**src/rtl/dm_arbiter_if.sv**
```systemverilog
// Bundle between the two masters, the dm_arbiter sequencer and the 1024 x 32 data memory.
// The slave modport is the arbiter's view; the master modport is the environment's view.
interface dm_arbiter_if #(
   parameter int unsigned DATA_W = 32,
   parameter int unsigned ADDR_W = 32
);
   logic              m0_req;
   logic              m0_we;
   logic [ADDR_W-1:0] m0_addr;
   logic [DATA_W-1:0] m0_wdata;
   logic              m0_gnt;
   logic              m0_rvalid;
   logic [DATA_W-1:0] m0_rdata;
   logic              m0_err;

   logic              m1_req;
   logic              m1_we;
   logic [ADDR_W-1:0] m1_addr;
   logic [DATA_W-1:0] m1_wdata;
   logic              m1_gnt;
   logic              m1_rvalid;
   logic [DATA_W-1:0] m1_rdata;
   logic              m1_err;

   logic [ADDR_W-1:0] mem_addr;
   logic [DATA_W-1:0] mem_wdata;
   logic              mem_write;
   logic              mem_read;
   logic [DATA_W-1:0] mem_rdata;

   modport slave (
      input  m0_req, m0_we, m0_addr, m0_wdata,
      output m0_gnt, m0_rvalid, m0_rdata, m0_err,
      input  m1_req, m1_we, m1_addr, m1_wdata,
      output m1_gnt, m1_rvalid, m1_rdata, m1_err,
      output mem_addr, mem_wdata, mem_write, mem_read,
      input  mem_rdata
   );

   modport master (
      output m0_req, m0_we, m0_addr, m0_wdata,
      input  m0_gnt, m0_rvalid, m0_rdata, m0_err,
      output m1_req, m1_we, m1_addr, m1_wdata,
      input  m1_gnt, m1_rvalid, m1_rdata, m1_err,
      input  mem_addr, mem_wdata, mem_write, mem_read,
      output mem_rdata
   );
endinterface

```
**src/rtl/dm_arbiter.sv**
```systemverilog
// Two-master round-robin sequencer for the data memory: IDLE -> ACCESS -> RESP,
// one memory access per transaction, all memory controls driven from registers.
module dm_arbiter #(
   parameter int unsigned DATA_W = 32,
   parameter int unsigned ADDR_W = 32,
   parameter int unsigned DEPTH  = 1024
) (
   input  logic        clk,
   input  logic        rst_n,
   dm_arbiter_if.slave bus
);

   typedef enum logic [1:0] {IDLE, ACCESS, RESP} state_t;

   state_t            state_q;
   logic              last_q;
   logic [1:0]        win_q;
   logic              we_q;
   logic              ok_q;
   logic [1:0]        gnt_q;
   logic [1:0]        rvalid_q;
   logic [1:0]        err_q;
   logic [ADDR_W-1:0] mem_addr_q;
   logic [DATA_W-1:0] mem_wdata_q;
   logic              mem_write_q;
   logic              mem_read_q;

   logic              win_d;
   logic              we_d;
   logic [ADDR_W-1:0] addr_d;
   logic [DATA_W-1:0] wdata_d;
   logic              ok_d;

   // Under contention the master that did not win last time goes first.
   always_comb begin
      win_d   = (bus.m0_req && bus.m1_req) ? ~last_q : bus.m1_req;
      we_d    = win_d ? bus.m1_we    : bus.m0_we;
      addr_d  = win_d ? bus.m1_addr  : bus.m0_addr;
      wdata_d = win_d ? bus.m1_wdata : bus.m0_wdata;
      ok_d    = addr_d < ADDR_W'(DEPTH);
   end

   always_ff @(posedge clk or negedge rst_n) begin
      if (!rst_n) begin
         state_q     <= IDLE;
         last_q      <= 1'b1;
         win_q       <= 2'b00;
         we_q        <= 1'b0;
         ok_q        <= 1'b0;
         gnt_q       <= 2'b00;
         rvalid_q    <= 2'b00;
         err_q       <= 2'b00;
         mem_addr_q  <= '0;
         mem_wdata_q <= '0;
         mem_write_q <= 1'b0;
         mem_read_q  <= 1'b0;
      end else begin
         case (state_q)
            IDLE: begin
               if (bus.m0_req || bus.m1_req) begin
                  win_q   <= win_d ? 2'b10 : 2'b01;
                  gnt_q   <= win_d ? 2'b10 : 2'b01;
                  we_q    <= we_d;
                  ok_q    <= ok_d;
                  // Out-of-range commands still get a grant but never touch the memory.
                  if (ok_d) begin
                     mem_addr_q  <= addr_d;
                     mem_wdata_q <= wdata_d;
                     mem_write_q <= we_d;
                     mem_read_q  <= ~we_d;
                  end
                  state_q <= ACCESS;
               end
            end
            ACCESS: begin
               gnt_q       <= 2'b00;
               mem_write_q <= 1'b0;
               mem_read_q  <= 1'b0;
               mem_addr_q  <= '0;
               mem_wdata_q <= '0;
               last_q      <= win_q[1];
               if (ok_q && !we_q) rvalid_q <= win_q;
               if (!ok_q)         err_q    <= win_q;
               state_q     <= RESP;
            end
            RESP: begin
               rvalid_q <= 2'b00;
               err_q    <= 2'b00;
               state_q  <= IDLE;
            end
            default: state_q <= IDLE;
         endcase
      end
   end

   assign bus.m0_gnt    = gnt_q[0];
   assign bus.m1_gnt    = gnt_q[1];
   assign bus.m0_rvalid = rvalid_q[0];
   assign bus.m1_rvalid = rvalid_q[1];
   assign bus.m0_err    = err_q[0];
   assign bus.m1_err    = err_q[1];
   // Memory read data arrives one cycle after the access edge, exactly in RESP.
   assign bus.m0_rdata  = rvalid_q[0] ? bus.mem_rdata : '0;
   assign bus.m1_rdata  = rvalid_q[1] ? bus.mem_rdata : '0;

   assign bus.mem_addr  = mem_addr_q;
   assign bus.mem_wdata = mem_wdata_q;
   assign bus.mem_write = mem_write_q;
   assign bus.mem_read  = mem_read_q;

endmodule

```
**src/flat_wrapper.sv**
```systemverilog
// flat-port wrapper written by rule: the top's interface ports become plain ports
module dm_arbiter_flat 
#(
   parameter int unsigned DATA_W = 32,
   parameter int unsigned ADDR_W = 32,
   parameter int unsigned DEPTH  = 1024
)
  (clk, rst_n, bus_m0_req, bus_m0_we, bus_m0_addr, bus_m0_wdata, bus_m0_gnt, bus_m0_rvalid, bus_m0_rdata, bus_m0_err, bus_m1_req, bus_m1_we, bus_m1_addr, bus_m1_wdata, bus_m1_gnt, bus_m1_rvalid, bus_m1_rdata, bus_m1_err, bus_mem_addr, bus_mem_wdata, bus_mem_write, bus_mem_read, bus_mem_rdata);
  dm_arbiter_if #(.DATA_W(DATA_W), .ADDR_W(ADDR_W)) bus_i ();
  input  logic clk;
  input  logic rst_n;
  input wire logic [$bits(bus_i.m0_req)-1:0] bus_m0_req;
  input wire logic [$bits(bus_i.m0_we)-1:0] bus_m0_we;
  input wire logic [$bits(bus_i.m0_addr)-1:0] bus_m0_addr;
  input wire logic [$bits(bus_i.m0_wdata)-1:0] bus_m0_wdata;
  output wire logic [$bits(bus_i.m0_gnt)-1:0] bus_m0_gnt;
  output wire logic [$bits(bus_i.m0_rvalid)-1:0] bus_m0_rvalid;
  output wire logic [$bits(bus_i.m0_rdata)-1:0] bus_m0_rdata;
  output wire logic [$bits(bus_i.m0_err)-1:0] bus_m0_err;
  input wire logic [$bits(bus_i.m1_req)-1:0] bus_m1_req;
  input wire logic [$bits(bus_i.m1_we)-1:0] bus_m1_we;
  input wire logic [$bits(bus_i.m1_addr)-1:0] bus_m1_addr;
  input wire logic [$bits(bus_i.m1_wdata)-1:0] bus_m1_wdata;
  output wire logic [$bits(bus_i.m1_gnt)-1:0] bus_m1_gnt;
  output wire logic [$bits(bus_i.m1_rvalid)-1:0] bus_m1_rvalid;
  output wire logic [$bits(bus_i.m1_rdata)-1:0] bus_m1_rdata;
  output wire logic [$bits(bus_i.m1_err)-1:0] bus_m1_err;
  output wire logic [$bits(bus_i.mem_addr)-1:0] bus_mem_addr;
  output wire logic [$bits(bus_i.mem_wdata)-1:0] bus_mem_wdata;
  output wire logic [$bits(bus_i.mem_write)-1:0] bus_mem_write;
  output wire logic [$bits(bus_i.mem_read)-1:0] bus_mem_read;
  input wire logic [$bits(bus_i.mem_rdata)-1:0] bus_mem_rdata;
  assign bus_i.m0_req = bus_m0_req;
  assign bus_i.m0_we = bus_m0_we;
  assign bus_i.m0_addr = bus_m0_addr;
  assign bus_i.m0_wdata = bus_m0_wdata;
  assign bus_m0_gnt = bus_i.m0_gnt;
  assign bus_m0_rvalid = bus_i.m0_rvalid;
  assign bus_m0_rdata = bus_i.m0_rdata;
  assign bus_m0_err = bus_i.m0_err;
  assign bus_i.m1_req = bus_m1_req;
  assign bus_i.m1_we = bus_m1_we;
  assign bus_i.m1_addr = bus_m1_addr;
  assign bus_i.m1_wdata = bus_m1_wdata;
  assign bus_m1_gnt = bus_i.m1_gnt;
  assign bus_m1_rvalid = bus_i.m1_rvalid;
  assign bus_m1_rdata = bus_i.m1_rdata;
  assign bus_m1_err = bus_i.m1_err;
  assign bus_mem_addr = bus_i.mem_addr;
  assign bus_mem_wdata = bus_i.mem_wdata;
  assign bus_mem_write = bus_i.mem_write;
  assign bus_mem_read = bus_i.mem_read;
  assign bus_i.mem_rdata = bus_mem_rdata;
  dm_arbiter #(.DATA_W(DATA_W), .ADDR_W(ADDR_W), .DEPTH(DEPTH)) u_core (.clk(clk), .rst_n(rst_n), .bus(bus_i));
endmodule
```
**config.mk**
```make
export PLATFORM = sky130hd
export DESIGN_NAME = dm_arbiter_flat
export DESIGN_NICKNAME = d
export VERILOG_FILES = /design/src/rtl/dm_arbiter_if.sv /design/src/rtl/dm_arbiter.sv /design/src/flat_wrapper.sv
export SDC_FILE = /design/constraint.sdc
export NUM_CORES = 1
export LEC_CHECK = 0
export BUFFER_PORTS_ARGS = -buffer_cell sky130_fd_sc_hd__buf_4
export CAP_MARGIN = 15
export CORE_ASPECT_RATIO = 1.25
export CORE_MARGIN = 4
export CORE_UTILIZATION = 30
export DETAILED_ROUTE_END_ITERATION = 8
export GPL_TIMING_DRIVEN = 0
export PLACE_DENSITY = 0.62
export SYNTH_ARGS = -nofsm -noshare
export SYNTH_HDL_FRONTEND = slang
export SYNTH_SLANG_ARGS = --single-unit
```
**constraint.sdc**
```tcl
create_clock -name clk -period 2.72 [get_ports clk]
set_clock_uncertainty 0.15 [all_clocks]
set_input_delay 0.136 -clock clk [delete_from_list [all_inputs] [get_ports clk]]
set_output_delay 0.136 -clock clk [all_outputs]
set_load 0.02 [all_outputs]
```
# Word level (Yosys, flattened, before mapping)
# Cells that the tools add are included.
dict set report word_totals {
  reg_bits 79
  inputBits 166
  output_inout_bits 136
}
dict set report classes {
  n_lt_le_gt_ge 1
  n_eq_ne 6
  muxes 27
  n_bitwise 2
  n_reduce_logical 12
}
# cell n
set ops {}
lappend ops {{2-to-1 mux 32 bit} 8}
lappend ops {{one-hot mux 32 bit (2 select lines)} 2}
lappend ops {{< comparator 32 x 11 -> 1 bit (second input constant)} 1}
lappend ops {{one-hot mux 2 bit (2 select lines)} 4}
lappend ops {{2-to-1 mux 2 bit} 5}
lappend ops {{AND reduction 2 bit} 4}
lappend ops {{2-to-1 mux 1 bit} 6}
lappend ops {{!= test 2 x 1 -> 1 bit (second input constant)} 3}
lappend ops {{one-hot mux 1 bit (2 select lines)} 2}
lappend ops {{nonzero test 2 bit} 2}
lappend ops {{AND reduction 3 bit} 1}
lappend ops {{equality test 2 x 1 -> 1 bit (second input constant)} 1}
lappend ops {{equality test 2 bit (second input constant)} 1}
lappend ops {{logical AND 1 bit} 2}
lappend ops {{logical NOT 2 bit} 1}
lappend ops {{!= test 2 bit (second input constant)} 1}
lappend ops {{NOT 1 bit} 2}
lappend ops {{logical NOT 1 bit} 1}
lappend ops {{logical OR 1 bit} 1}

# Longest topological paths before layout
# Gate-level depths: netlist (run 1).
dict set report depth {
  depth_word 7
  ltp_mapped 6
  depth_no_buf 5
}

# Worst setup path before layout (run 1)
# OpenSTA, ideal clock, no wires.
dict set report synth_path {
  path_type {reg-to-reg}
  start {reg u_core.last_q}
  end {reg u_core.mem_addr_q[0] (netlist: u_core.bus.mem_addr[0])}
  setup_ns 0.124
  arrival_ns 1.378
  required_ns 2.446
  slack_ns 1.068
  stages_incl_launch_ff 7
  path_buffers 2
  synth_period_minus_slack_ns 1.652
  cell_sequence {dfstp_2 a21boi_1 buf_2 buf_4 mux2_2 nand2_1 mux2i_1}
}
dict set report synth_between {
  elab_chain_len 6
  elab_cells_between_ends 9
  cone_classes {1 x order compare; 1 x eq/ne; 5 x mux; 1 x bitwise; 1 x reduce/logical}
}
# element line_no
set synth_rtl {}
lappend synth_rtl {{start, declared} dm_arbiter.sv:16} ;# logic last_q;
lappend synth_rtl {{start signal, assigned} dm_arbiter.sv:81} ;# last_q <= win_q[1];
lappend synth_rtl {{NOT 1 bit *} dm_arbiter.sv:36} ;# win_d = (bus.m0_req && bus.m1_req) ? ~last_q : bus.m1_req;
lappend synth_rtl {{2-to-1 mux 1 bit *} dm_arbiter.sv:36}
lappend synth_rtl {{2-to-1 mux 32 bit *} dm_arbiter.sv:38} ;# addr_d = win_d ? bus.m1_addr : bus.m0_addr;
lappend synth_rtl {{< comparator 32 x 11 -> 1 bit or 2-to-1 mux 32 bit (tied branches)} {dm_arbiter.sv:40, dm_arbiter.sv:66}}
lappend synth_rtl {{!= test 2 x 1 -> 1 bit (no source line) or 2-to-1 mux 32 bit (tied branches)} n/a}
lappend synth_rtl {{AND reduction 3 bit (no source line) or one-hot mux 32 bit (2 select lines) (tied branches)} n/a}
lappend synth_rtl {{end signal, assigned} dm_arbiter.sv:67} ;# mem_addr_q <= addr_d;
lappend synth_rtl {{end, declared} dm_arbiter.sv:23} ;# logic [ADDR_W-1:0] mem_addr_q;
# Mark *: on every way between the ends. The rest lies on a longest branch, timed or not. The select of a mux whose other input is x is not followed.
# A chain may end at the register's enable or synchronous reset.

# Worst setup path after layout (run 1)
dict set report layout_path {
  start {reg u_core.last_q}
  end {reg u_core.mem_addr_q[6] (netlist: u_core.bus.mem_addr[6])}
}
# The elaborated chain is that of the path after synthesis.

==> results of run 1 <==
==> worst paths after layout <==
check / to / slack, ns / depth (start not counted)
setup / recovery: u_core.bus.mem_addr[6] / 0.67 / 6
hold / removal: u_core.bus.mem_read / 0.05 / 4
setup reg to reg: u_core.bus.mem_addr[6] / 0.67 / 6
hold reg to reg: u_core.last_q / 0.33 / 2
max in group asynchronous: u_core.bus.mem_wdata[0] / 1.42 / 2
min in group asynchronous: u_core.bus.mem_wdata[25] / 0.36 / 2
==> cell type report <==
class                   count  area [sq um]
clock buffers              10           239
well taps                 175           219
inverters                   5          18.8
repair buffers            302          2270
multi-input cells         315          2140
fillers                  1303          6830
clock inverters             6          68.8
flip-flops and latches     79          1980
plain buffers              31           173
==> sequential cells by signal, indices dropped and copies added (netlist names), 2 cells and up <==
register and flops:
u_core.bus.mem_wdata 32, u_core.state_q 2, u_core.win_q 2, u_core.err_q 2, u_core.gnt_q 2, u_core.rvalid_q 2, u_core.bus.mem_addr 32
==> power breakdown <==
part	internal [mW]	switching [mW]	total (mW)	leakage, nW
clock network	0.742	0.482	1.22	0.154
registers	1.27	0.0976	1.37	1.08
logic	0.851	1.18	2.03	2.83
==> layer usage <==
metal,up-vias,global-route usage,share of wire
met1,1993,0.202,0.34
met2,216,0.364,0.53
li1,2065,-,-
met3,21,0.0706,0.11
met5,-,0,0.00043
met4,2,0.0513,0.019
==> stage by stage <==
stage          std cells  area [sq um]  utilization  power [mW]
2_1_floorplan        430          4310            -        2.51
3_3_place_gp         906          6780        0.487        3.42
3_5_place_dp         906          6780        0.487        3.45
4_1_cts              923          7100        0.510        4.68
5_1_grt              923          7100        0.510        4.89
6_report             923          7100        0.510        4.62
==> worst max-delay path, cell delays in order (launching register included) <==
cell      delay [ns]
dfstp_2         0.37
a21boi_1        0.24
buf_2           0.37
buf_4           0.28
mux2_2          0.38
nand2_1         0.08
mux2i_1         0.07
==> cell usage in the layout, fill, tap and decap left out, types with 2 or more instances in the layout <==
master / synthesis / final
nor4_1: 6 / 6
buf_2: 3 / 3
nor2_1: 3 / 3
clkbuf_1: 19 / 19
buf_6: 5 / 5
buf_4: 4 / 305
nor4_2: 4 / 4
clkinv_2: 0 / 2
and2_1: 65 / 65
a31oi_1: 2 / 2
mux2i_1: 45 / 45
dfrtp_1: 78 / 78
o21a_1: 2 / 2
a21oi_1: 6 / 6
inv_1: 5 / 5
clkbuf_16: 0 / 9
mux2_2: 42 / 42
nand4_1: 3 / 3
clkinv_4: 0 / 2
and3_1: 24 / 24
nor2b_1: 3 / 3
o21ai_0: 6 / 6
nand2_1: 94 / 94
==> cells by family after synthesis <==
family / after synthesis
flops: 79
buf+inv: 36
simple gates: 207
mux: 87
compound gates: 21
==> flow_summary.yaml, run 1 <==
cts:
  clockBufferDepth: 2
  ctsResizeCount: 0
  cts.sinks: 79
  cts_tree: "done"
  cts_hold_buf: 1
  cts-root-buf: "clkbuf_16"
  numCtsBuffers: 9
  htree_levels: 3
  clkLatencyLatePin_ns: 0.32
  clk_pin_slew_ns: 0.06
  cts_setup_buffers: 0
worst_setup_path:
  crit_arrival_ns: 2.11
  path_max_fanout: 10
  crit_start: "u_core.last_q"
  required_ns: 2.78
  crit_path_end_kind: "flip-flop"
  crit_type: "flip-flop to flip-flop"
  timing.rr.start: "u_core.last_q"
  crit_path_start_kind: "flip-flop"
sta:
  setup_tns_ns: 0
  whs_ns: 0.0459
  period_minus_slack_ns: 2.05
  finalHoldViolCount: 0
  fin_crit_sh: 0.755
  tightest_slew_ns: 0.994
  setup_viol: 0
  fin_ws_ns: 0.666
  max_slew_margin: 0.338
  fmax_mhz: 487
  slew_violations: 0
  rsz0062_at_grt: "false"
synthesis:
  synth_area_leaders: "dfrtp_1 (45%), mux2_2 (11%), mux2i_1 (10%), and2_1 (9.4%), nand2_1 (8.2%)"
  synth_compound_area_frac: 0.0308
  ys_seq_elements: 79
  syn_avg_cell_area_sq_um: 10.0
  yosysWarnings: 0
  ys_seq_area_frac: 0.459
  syn_inst: 430
  ys_async_sr_fraction: 1.00
  syn_nets: 596
  ys.flop_type: "dfrtp_1"
  synth_top_area_share: 0.453
  post_synth_xor_area_fraction: 0
  synth.mux.area_fraction: 0.214
  yosysTopAreaCell: "dfrtp_1"
  synth_fa_ha_area_frac: 0
  netlist_area_sq_um: 4310
  synth_top_family_by_area: "simple AND/OR/NAND/NOR gates"
  yosysMostFrequentCell: "nand2_1"
  ys_types: 31
  synth_edf_count: 0
  synthSimpleGateAreaFrac: 0.251
  synth_common_cells: "nand2_1 (94), dfrtp_1 (78), and2_1 (65)"
die:
  ios: 302
  die_width_um: 115
  fp.dieH_um: 142
  initial_core_util: 0.309
  rows: 48
  coreArea_sq_um: 13900
  dieArea_sq_um: 16300
global_route:
  grt_pass1_vias: 4519
  grtUsageTotal: 0.194
  grt_pass1_wl_mm: 24.6
  grt_overflow: 0
  antenna_found_initial: 1
  grt_max_degree: 80
placement:
  io_buffer_count: 301
  dp_slack_ns: 0.657
  globalplace.congestion: 0.858
  hpwl_mm: 13.9
pwr:
  p_per_area_nw_per_um2: 651
  leakage_nw: 4.07
  ir_drop_uv: 340
run:
  maxCapViolations: 0
run_status:
  status: "finished clean"
detailed_routing:
  vias: 4297
  detail_route.wl_per_cell_um: 17.8
  drtPass1Iterations: 4
  vias_per_cell: 4.66
  drc: 0
  drtAntennaViolNets: 0
  wirelength_mm: 16.4
  first_iter_violations: 119
hold_path:
  hp-class: "input pin to flip-flop"
  min_from: "bus_m0_we"
finish:
  finalNetCount: 909
  area_growth_syn_to_layout_pct: 65.0
  drive_gt1_frac: 0.505
  antenna_cells: 0
Note: power is estimated with default switching activity, not from simulation.
==> inputs of run 2 (changes only) <==
Settings changed: ABC_AREA set to 1, PLACE_DENSITY 0.62 to 0.63.
Clock period 2.72 ns to 1.8 ns, I/O delays scaled along.
==> run 2 against run 1 <==
The flow now finishes with violations (negative setup slack). Cell count rose by 40%. Combinational power rose by 120%. Core utilization rose by 9.0 points. Synthesized cell count rose by 61%. Critical path depth rose by 9. Worst setup slack got worse by 1.1 ns. Sequential cell count did not move. First-iteration DRC count rose by 37%. Largest power group unchanged. Highest routed layer unchanged.
==> flow_summary.yaml, run 2 <==
placement:
  hpwl_mm: 13.8
  globalplace.congestion: 0.795
  io_buffer_count: 300
synthesis:
  ys_seq_area_frac: 0.437
  yosysMostFrequentCell: "nand2_1"
  synth_top_area_share: 0.432
  synth_area_leaders: "dfrtp_1 (43%), nand2_1 (25%), inv_1 (8.5%), nand3_1 (6.4%), a21oi_1 (4.8%)"
  netlist_area_sq_um: 4520
  ys_seq_elements: 79
  yosysWarnings: 0
  syn_inst: 693
  ys.flop_type: "dfrtp_1"
  ys_async_sr_fraction: 1.00
  yosysTopAreaCell: "dfrtp_1"
  syn_avg_cell_area_sq_um: 6.53
  ys_types: 20
  synth_edf_count: 0
  syn_nets: 859
  synth_common_cells: "nand2_1 (301), inv_1 (103), dfrtp_1 (78)"
pwr:
  p_sw_mw: 3.77
  p_per_area_nw_per_um2: 1040
  switching_share: 0.414
  power_mw: 9.09
  clockPowerShare: 0.214
  p_int_mw: 5.33
  power.share.combinational: 0.500
  p_seq_frac: 0.286
  leakage_nw: 5.16
  ir_drop_uv: 686
sta:
  fin_crit_sh: 1.25
  max_slew_margin: 0.325
  setup_viol: 67
  finalHoldViolCount: 0
  whs_ns: 0.0137
  slew_violations: 0
  rsz0062_at_grt: "true"
  period_minus_slack_ns: 2.24
  tightest_slew_ns: 1.01
  fin_ws_ns: -0.444
  fmax_mhz: 446
cts:
  clk_pin_slew_ns: 0.06
  cts_tree: "done"
  numCtsBuffers: 9
  cts.sinks: 79
  clkLatencyLatePin_ns: 0.34
  cts-root-buf: "clkbuf_16"
  clockBufferDepth: 2
  htree_levels: 3
detailed_routing:
  drtAntennaViolNets: 0
  drc: 0
  drtPass1Iterations: 4
  first_iter_violations: 163
  detail_route.wl_per_cell_um: 15.2
  wirelength_mm: 19.6
  vias: 5774
  vias_per_cell: 4.47
die:
  ios: 302
  dieArea_sq_um: 17100
  fp.dieH_um: 145
  die_width_um: 118
  rows: 49
  initial_core_util: 0.310
  coreArea_sq_um: 14600
worst_setup_path:
  crit_path_end_kind: "flip-flop"
  required_ns: 1.93
  crit_arrival_ns: 2.37
  path_max_fanout: 8
  crit_path_start_kind: "flip-flop"
  crit_type: "flip-flop to flip-flop"
global_route:
  grt.busiest_layer: "met2"
  grtUsageMet3: 0.0708
  grt_overflow: 0
  grt_max_degree: 80
  grt_pass1_wl_mm: 30.2
  antenna_found_initial: 3
  grtUsageTotal: 0.219
  met2_usage: 0.401
  grt_pass1_vias: 5928
  use_met1: 0.225
finish:
  area_growth_syn_to_layout_pct: 93.4
  drive_gt1_frac: 0.375
  nFillCells: 1357
  layout_common_cells: "buf_4 (312), nand2_1 (273), inv_1 (103)"
  finalNetCount: 1273
  mostFrequentLayoutCell: "buf_4"
run_status:
  violations: "negative setup slack"
  status: "finished, violations left"
run:
  maxCapViolations: 0
hold_path:
  hp-class: "input pin to flip-flop"
==> run 2: path summary, 6_finish.rpt <==
path	end	cells after the start	slack (ns)	start
max	u_core.bus.mem_wdata[24]	15	-0.44	u_core.last_q
min	u_core.we_q	4	0.01	bus_m0_we
max reg2reg	u_core.bus.mem_wdata[24]	15	-0.44	u_core.last_q
min reg2reg	u_core.bus.mem_addr[19]	2	0.34	u_core.bus.mem_addr[19]
max in group asynchronous	u_core.bus.mem_addr[6]	2	0.53	rst_n
min in group asynchronous	u_core.bus.mem_addr[15]	2	0.31	rst_n
==> run 2: cells by family after synthesis <==
| family | count (synthesis) | synth area share |
|---|---|---|
| AOI/OAI and AO/OA | 52 | 0.0575 |
| and+or+nand+nor | 414 | 0.371 |
| buffers and inverters | 148 | 0.134 |
| DFF | 79 | 0.437 |
==> run 2: power by group through the flow <==
stage / sequential (mW) / clock, mW / combinational [mW]
after floorplan: 3.11 / 0 / 1.67
after global placement: 2.58 / 0 / 3.88
after detailed placement: 2.60 / 0 / 3.88
after CTS: 2.60 / 1.96 / 4.29
after global routing: 2.66 / 2.05 / 4.97
final: 2.60 / 1.94 / 4.55
==> run 2: per-layer routing <==
layer  routed length [um]  share of wire
met1                 7090           0.36
met2                10100           0.52
met3                 1530          0.078
met4                  844          0.043
met5                   17        0.00087
==> run 2: metrics by stage <==
step / cell area [sq um] / cells / utilization / TNS [ns] / setup slack (ns)
final: 8750 / 1291 / 0.600 / -26.86 / -0.444
after global routing: 8750 / 1291 / 0.600 / -37.46 / -0.582
after CTS: 8590 / 1288 / 0.588 / -24.16 / -0.393
after detailed placement: 7020 / 1171 / 0.481 / -44.48 / -0.700
after global placement: 7020 / 1171 / 0.481 / -44.75 / -0.702
after floorplan: 4550 / 693 / - / -12.40 / -0.217
==> run 2: final cells by class <==
class / count / area (sq um) / area share
diodes: 1 / 2.50 / 0.000286
clock buffers: 9 / 225 / 0.0257
inverters: 104 / 393 / 0.0449
repair buffers: 405 / 3340 / 0.381
multi-input cells: 466 / 2150 / 0.246
flip-flops and latches: 79 / 1980 / 0.226
well taps: 178 / 223 / 0.0255
clock inverters: 7 / 86.3 / 0.00987
plain buffers: 42 / 353 / 0.0403
==> run 2: repair_timing <==
action,CTS,global route
hold endpoints to repair,123,0
endpoints found under the setup margin,136,96
cloned,4,2
setup buffers,13,0
hold buffers,86,0
pin swaps,17,12
resized for setup,66,42
==> run 2: worst max-delay path: stages (launching register included) <==
cell and delay (ns):
dfstp_2 0.55, nand2_4 0.07, nand2_4 0.10, buf_6 0.13, nand2_1 0.05, nand2_1 0.05
nand2_1 0.05, nor2_1 0.13, nand2_2 0.09, nor2_4 0.15, nand3_4 0.14, nand2_4 0.13
buf_12 0.15, clkbuf_16 0.15, nand2_1 0.05, nand2_1 0.05
